===== src/rtl/eq_serial_ctrl_amisha_pkg.sv =====
// Shared definitions for the serial equality sequencer.
// Holds the sequencer state encoding and the clog2 helper used to size the
// bit index and mismatch index.
package eq_serial_ctrl_amisha_pkg;

  // Encoding 2'd3 is unused; the sequencer treats it as a fault and
  // falls back to idle.
  typedef enum logic [1:0] {
    ST_IDLE = 2'd0,
    ST_RUN  = 2'd1,
    ST_DONE = 2'd2
  } state_t;

  // Ceiling log2 for elaboration-time sizing. Returns 0 for value <= 1.
  function automatic int clog2(input int value);
    int result;
    result = 0;
    for (int i = 0; i < 31; i++) begin
      if ((1 << i) < value) begin
        result = i + 1;
      end
    end
    return result;
  endfunction

endpackage


===== src/rtl/eq_serial_ctrl_amisha_eq1.sv =====
// One-bit equality cell, the shared comparison resource of the serial
// comparator. Purely combinational.
// Ports:
//   a_bit, b_bit : input bits to compare
//   eq_bit       : 1 when a_bit equals b_bit
module eq1_implicit_amisha (
  input  logic a_bit,
  input  logic b_bit,
  output logic eq_bit
);

  assign eq_bit = ~(a_bit ^ b_bit);

endmodule


===== src/rtl/eq_serial_ctrl_amisha.sv =====
// Serial equality comparator: time-shares a single 1-bit equality cell to
// compare two WIDTH-bit words LSB first, stopping at the first differing bit.
// Ports:
//   clk_amisha          : clock, rising edge
//   reset_amisha        : asynchronous active-high reset
//   start_amisha        : request pulse, only honoured while idle
//   a_amisha, b_amisha  : operands, captured when a request is accepted
//   busy_amisha         : high from the cycle after acceptance through done
//   done_amisha         : one-cycle pulse when eq/mismatch_idx are valid
//   eq_amisha           : 1 when the operands were equal; held until next start
//   mismatch_idx_amisha : index of the first differing bit, 0 when equal
module eq_serial_ctrl_amisha
  import eq_serial_ctrl_amisha_pkg::*;
#(
  parameter  int WIDTH = 8,
  localparam int IDX_W = (clog2(WIDTH) > 1) ? clog2(WIDTH) : 1
) (
  input  logic             clk_amisha,
  input  logic             reset_amisha,
  input  logic             start_amisha,
  input  logic [WIDTH-1:0] a_amisha,
  input  logic [WIDTH-1:0] b_amisha,
  output logic             busy_amisha,
  output logic             done_amisha,
  output logic             eq_amisha,
  output logic [IDX_W-1:0] mismatch_idx_amisha
);

  localparam logic [IDX_W-1:0] LAST_IDX = IDX_W'(WIDTH - 1);

  state_t           state;
  logic [WIDTH-1:0] sa;
  logic [WIDTH-1:0] sb;
  logic [IDX_W-1:0] idx;
  logic             bit_eq;

  // The single shared comparison cell always looks at the current LSBs of
  // the operand shift registers.
  eq1_implicit_amisha u_eq1 (
    .a_bit  (sa[0]),
    .b_bit  (sb[0]),
    .eq_bit (bit_eq)
  );

  // Sequencer. All outputs are registered here so nothing combinational
  // reaches a port. The operands are copied on acceptance, which is why the
  // inputs may change freely while the compare runs. In RUN the index is
  // only advanced when it is below the last bit, so it cannot wrap.
  always_ff @(posedge clk_amisha or posedge reset_amisha) begin
    if (reset_amisha) begin
      state               <= ST_IDLE;
      sa                  <= '0;
      sb                  <= '0;
      idx                 <= '0;
      busy_amisha         <= 1'b0;
      done_amisha         <= 1'b0;
      eq_amisha           <= 1'b0;
      mismatch_idx_amisha <= '0;
    end else begin
      case (state)
        ST_IDLE: begin
          done_amisha <= 1'b0;
          if (start_amisha) begin
            sa                  <= a_amisha;
            sb                  <= b_amisha;
            idx                 <= '0;
            eq_amisha           <= 1'b0;
            mismatch_idx_amisha <= '0;
            busy_amisha         <= 1'b1;
            state               <= ST_RUN;
          end
        end

        ST_RUN: begin
          if (!bit_eq) begin
            eq_amisha           <= 1'b0;
            mismatch_idx_amisha <= idx;
            done_amisha         <= 1'b1;
            state               <= ST_DONE;
          end else if (idx == LAST_IDX) begin
            eq_amisha           <= 1'b1;
            mismatch_idx_amisha <= '0;
            done_amisha         <= 1'b1;
            state               <= ST_DONE;
          end else begin
            sa  <= sa >> 1;
            sb  <= sb >> 1;
            idx <= idx + IDX_W'(1);
          end
        end

        ST_DONE: begin
          done_amisha <= 1'b0;
          busy_amisha <= 1'b0;
          state       <= ST_IDLE;
        end

        default: begin
          done_amisha <= 1'b0;
          busy_amisha <= 1'b0;
          state       <= ST_IDLE;
        end
      endcase
    end
  end

endmodule


===== config.mk =====
export PLATFORM = sky130hd
export DESIGN_NAME = eq_serial_ctrl_amisha
export DESIGN_NICKNAME = d
export VERILOG_FILES = /design/src/rtl/eq_serial_ctrl_amisha_pkg.sv /design/src/rtl/eq_serial_ctrl_amisha_eq1.sv /design/src/rtl/eq_serial_ctrl_amisha.sv
export SDC_FILE = /design/constraint.sdc
export NUM_CORES = 1
export LEC_CHECK = 0
export BUFFER_PORTS_ARGS = -buffer_cell sky130_fd_sc_hd__buf_2
export CORE_MARGIN = 8
export CORE_UTILIZATION = 51
export CTS_BUF_LIST = sky130_fd_sc_hd__clkbuf_8
export CTS_CLUSTER_SIZE = 25
export DETAILED_ROUTE_END_ITERATION = 8
export PLACE_DENSITY = 0.74
export SYNTH_ARGS = -nofsm -noshare
export SYNTH_HDL_FRONTEND = slang
export SYNTH_HIERARCHICAL = 1
export SYNTH_SLANG_ARGS = --single-unit

===== constraint.sdc =====
create_clock -name clk_amisha -period 4.76 [get_ports clk_amisha]
set_input_delay 0.476 -clock clk_amisha [delete_from_list [all_inputs] [get_ports clk_amisha]]
set_output_delay 0.476 -clock clk_amisha [all_outputs]
set_load 0.02 [all_outputs]

== Yosys cells after proc, flatten, opt, wreduce, memory -nomap -nowiden ==
Cells that the tools add are included.
Word-level totals
  flip-flop bits (word level): 27
  latch bits: 0
  RAM bits: 0
  ROM bits: 0
  input bits: 19
  memories: 0
Cells by class
  add/sub/neg operators: 1
  multipliers: 0
  divide/modulo/power cells: 0
  order comparisons: 0
  equality and inequality tests: 6
  shifts and indexed selects: 0
  multiplexer cells: 27
  bitwise gates (word level): 2
  reduce and logical (&&, ||, !) cells: 6
Operators with widths (count)
  $mux 8: 6
  $pmux 8 s2: 2
  $mux 3: 5
  $pmux 3 s2: 2
  $mux 1: 6
  $mux 2: 3
  $ne 2x2->1 const B: 3
  $pmux 1 s2: 2
  $pmux 2 s2: 1
  $reduce_and 2->1: 2
  $reduce_and 4->1: 1
  $add 3x1->3 const B: 1
  $eq 3x3->1 const B: 1
  $ne 3x3->1 const B: 1
  $reduce_and 3->1: 1
  $eq 2x1->1 const B: 1
  $logic_not 2->1: 1
  $reduce_bool 2->1: 1
  $not 1->1: 1
  $xor 1x1->1: 1

== Logic depth before layout (Yosys ltp) ==
  word-level depth: 4
  depth in mapped cells: 6
  mapped depth without buffers: 5

== By module ==
The synthesis kept the hierarchy.
By module, submodules not included
  eq_serial_ctrl_amisha: times used 1, cells each 93, area an instance 1293.7 µm², sequential area each 675.6 µm²
  eq1_implicit_amisha: times used 1, cells each 1, area an instance 8.8 µm², sequential area each 0.0 µm²

== Worst setup path after synthesis ==
No wires, ideal clock.
  kind: register to register
  start point: reg idx[0]
  end point: reg sa[0]
  setup time: 125 ps
  data arrival time: 1620 ps
  required time: 4635 ps
  slack: 3015 ps
  stages on the path, launching flop included: 7
  clock period less this slack: 1745 ps
  cell sequence: dfrtp_1 -> ha_1 -> ha_1 -> nand3b_1 -> a21oi_1 -> buf_4 -> mux2_2
Between the ends
  word-level cells in the longest chain between the ends: 3
RTL lines
  start, declared: RTL line eq_serial_ctrl_amisha.sv:34  | logic [IDX_W-1:0] idx;
  start signal, assigned: RTL line eq_serial_ctrl_amisha.sv:88  | idx <= idx + IDX_W'(1);
  $eq 3x3->1: RTL line eq_serial_ctrl_amisha.sv:80  | end else if (idx == LAST_IDX) begin
  $ne 2x2->1 (no source line)
  $reduce_and 4->1 (no source line)
  end signal, assigned: RTL line eq_serial_ctrl_amisha.sv:64  | sa <= a_amisha;
  end signal, assigned: RTL line eq_serial_ctrl_amisha.sv:86  | sa <= sa >> 1;
  end, declared: RTL line eq_serial_ctrl_amisha.sv:32  | logic [WIDTH-1:0] sa;
Every way passes these cells.
A chain may end at the register's enable or synchronous reset.

== Final worst setup path ==
  start point: reg idx[0]
  end point: reg idx[0]
Between the ends
  word-level cells in the longest chain between the ends: 4
  elaborated cells between the ends (all ways): 7
  classes of those cells: add/sub (1); eq/ne (2); mux (3); reduce/logical (1)
RTL lines
  $add 3x1->3: RTL line eq_serial_ctrl_amisha.sv:88
  $mux 3: RTL line eq_serial_ctrl_amisha.sv:80
  $mux 3: RTL line eq_serial_ctrl_amisha.sv:75  | if (!bit_eq) begin
  $pmux 3 s2: RTL line eq_serial_ctrl_amisha.sv:60  | case (state)
Parallel ways exist; a longest one is shown, timed or not. The select of a mux whose other input is x is not followed.

==> metrics <==
Syn Inst Count 94; commonest non-fill, non-tap cells in the layout dfrtp_1, buf_2, mux2_2; ant diodes 0; CTS sink count 27; DRT antenna net count 0; first-pass GRT wire length 3700 um; max_cap viols 0; pwr/cell area between 600 and 700 mW/mm^2; Slew Limit Fails 0; Tot Pwr roughly 950 uW; EDFF count, synth 0; H-tree depth 1; vias 776; vias per cell 5.24; Min Hold Slack between 0.4 and 0.5 ns; WL met3 145 um; vias in the first global route 846; 1st-iter DRT viols 13; CP Max Fanout 20; post-CTS sizing 0; initial antenna violation count 0; maximum clock path buffer count 2; DRC violations left 0; number of hold buffers added after cts 0; largest net degree at the start of global routing 28; Placer Congestion 0.737; Worst slew margin 29.8%; syn nets 115; CTS tree built; Tightest Pin Transition 1.05 ns; dpl cells 144; initial core utilization 53.1%; final wirelength 2100 um; postcts setup bufs 0; DP Area around 0.0014 mm^2; WL met1 964 um; Global Route Usage Sum 10.7%; post-synth top area cell dfrtp_1; proportion of layout cells with a drive suffix above 1 50.0%; most common cell after layout, fill and taps aside dfrtp_1; Mean Syn Cell Area 13.9 um^2; Arr. time, crit path 2.56 ns; multi-input gate area in the final layout 559 um^2; f_max 415 MHz; total CTS buffers 3; Async S/R FF share, synth between 90% and 100%; met2 wire len 970 um; final setup fails 0; clock root buffer clkbuf_8; die area 0.00443 mm^2; area share of the largest cell type after synthesis about half; sequential-to-total area share from yosys stat approximately 52%; final worst-path cycle share 50.6%; Startpoint Class flip-flop; Cell Count, Final, Fillers Out 148; maximum vdd drop about 0.34 mV; filler cell count 220; register area around 680 um^2; area grow syn2layout 13.3%; mapped cell area approximately 0.0013 mm^2; Site Rows 18; max layer used met4; Layout Skew between 0.009 and 0.01 ns; top post-synthesis cells by area dfrtp_1, mux2_2, mux2_4; grt total ovfl 0; I/O Buffers 24; first drt pass iteration count 4; CP endpoint kind flip-flop; design area about 0.0015 mm^2; Main synth FF type dfrtp_1; register bit total from synthesis 27; Synth Warn # 6; # IOs 25; Setup TNS 0 ns; Reg clk slew, reported paths 0.10 ns; Crit Path Class reg2reg; Tmin final 2.41 ns; Hold Violations, Final 0; required time of the critical path around 4.9 ns; die width 66.5 um; DP Wirelength 1610 um; worst hold path class in2async; latest clock arrival within the worst-skew pair around 0.27 ns; unrepaired setup endpoints after global routing no; status finished clean; leakage 0.723 nW; Yosys cell types 20; Core Footprint 0.00245 mm^2; post-DR wirelength/cell 14.2 um; Die Y-Extent 66.5 um; # nets final 140
==> cell families (layout without fill, tap and decap cells) <==
family | Yosys count | count (layout) | share of synthesized area (%)
flops | 27 | 27 | 51.9
xor+xnor | 1 | 1 | 0.673
mux | 31 | 31 | 30.1
buf+inv | 13 | 37 | 5.47
fa+ha+maj | 2 | 2 | 1.92
simple gates | 9 | 9 | 3.65
compound gates | 11 | 11 | 6.34
==> power by group <==
| group | internal (mW) | total, mW | leakage [nW] | switching [mW] |
|---|---|---|---|---|
| registers | 0.329 | 0.387 | 0.336 | 0.0582 |
| clock network | 0.0594 | 0.130 | 0.0217 | 0.0705 |
| logic | 0.247 | 0.437 | 0.365 | 0.191 |
| total | 0.635 | 0.955 | 0.723 | 0.320 |
==> layer usage <==
metal,up-vias,global-route usage [%]
met2,21,17.2
met3,4,3.69
met5,-,0
li1,374,-
met1,377,12.8
met4,0,4.53
==> stage by stage <==
step                      util [%]  setup WS (ns)
after global placement        58.1           2.36
after CTS                     60.1           2.32
final                         60.1           2.35
after detailed placement      58.1           2.33
after floorplan                  -           3.02
after global routing          60.1           2.19
==> registers in the layout, summed over array words and instances, names as in the netlist <==
register	flops
busy_amisha	1
eq_amisha	1
idx	3
sa	8
mismatch_idx_amisha	3
state	2
sb	8
done_amisha	1
==> Yosys cell counts (3+ instances only) <==
master	n
a21oi_1	3
a22o_1	3
dfrtp_1	27
inv_1	9
mux2_2	17
mux2_4	12
nor2_1	3
==> layout make-up <==
class,count,area share (%)
Clock buffer,3,2.80
Clock inverter,1,0.509
Inverter,9,2.29
Multi-Input combinational cell,54,37.9
Sequential cell,27,45.8
Tap cell,30,2.54
Timing Repair Buffer,24,8.14
==> path summary, 6_finish.rpt <==
| path | startpoint | cells after the start | end | slack [ns] |
|---|---|---|---|---|
| setup / recovery | idx[0] | 5 | idx[0] | 2.35 |
| hold / removal | reset_amisha | 2 | sb[5] | 0.41 |
| setup reg to reg | idx[0] | 5 | idx[0] | 2.35 |
| hold reg to reg | mismatch_idx_amisha[2] | 1 | mismatch_idx_amisha[2] | 0.50 |
| max in group asynchronous | reset_amisha | 2 | sb[1] | 3.76 |
| min in group clk_amisha | a_amisha[7] | 2 | sa[7] | 0.41 |
==> critical path: stages, from the launching register on <==
cell      delay (ns)
dfrtp_1         0.41
ha_1            0.21
ha_1            0.20
nand3b_1        0.19
a21oi_2         0.86
mux2_2          0.42
No activity file was read; power rests on OpenSTA's default activity.
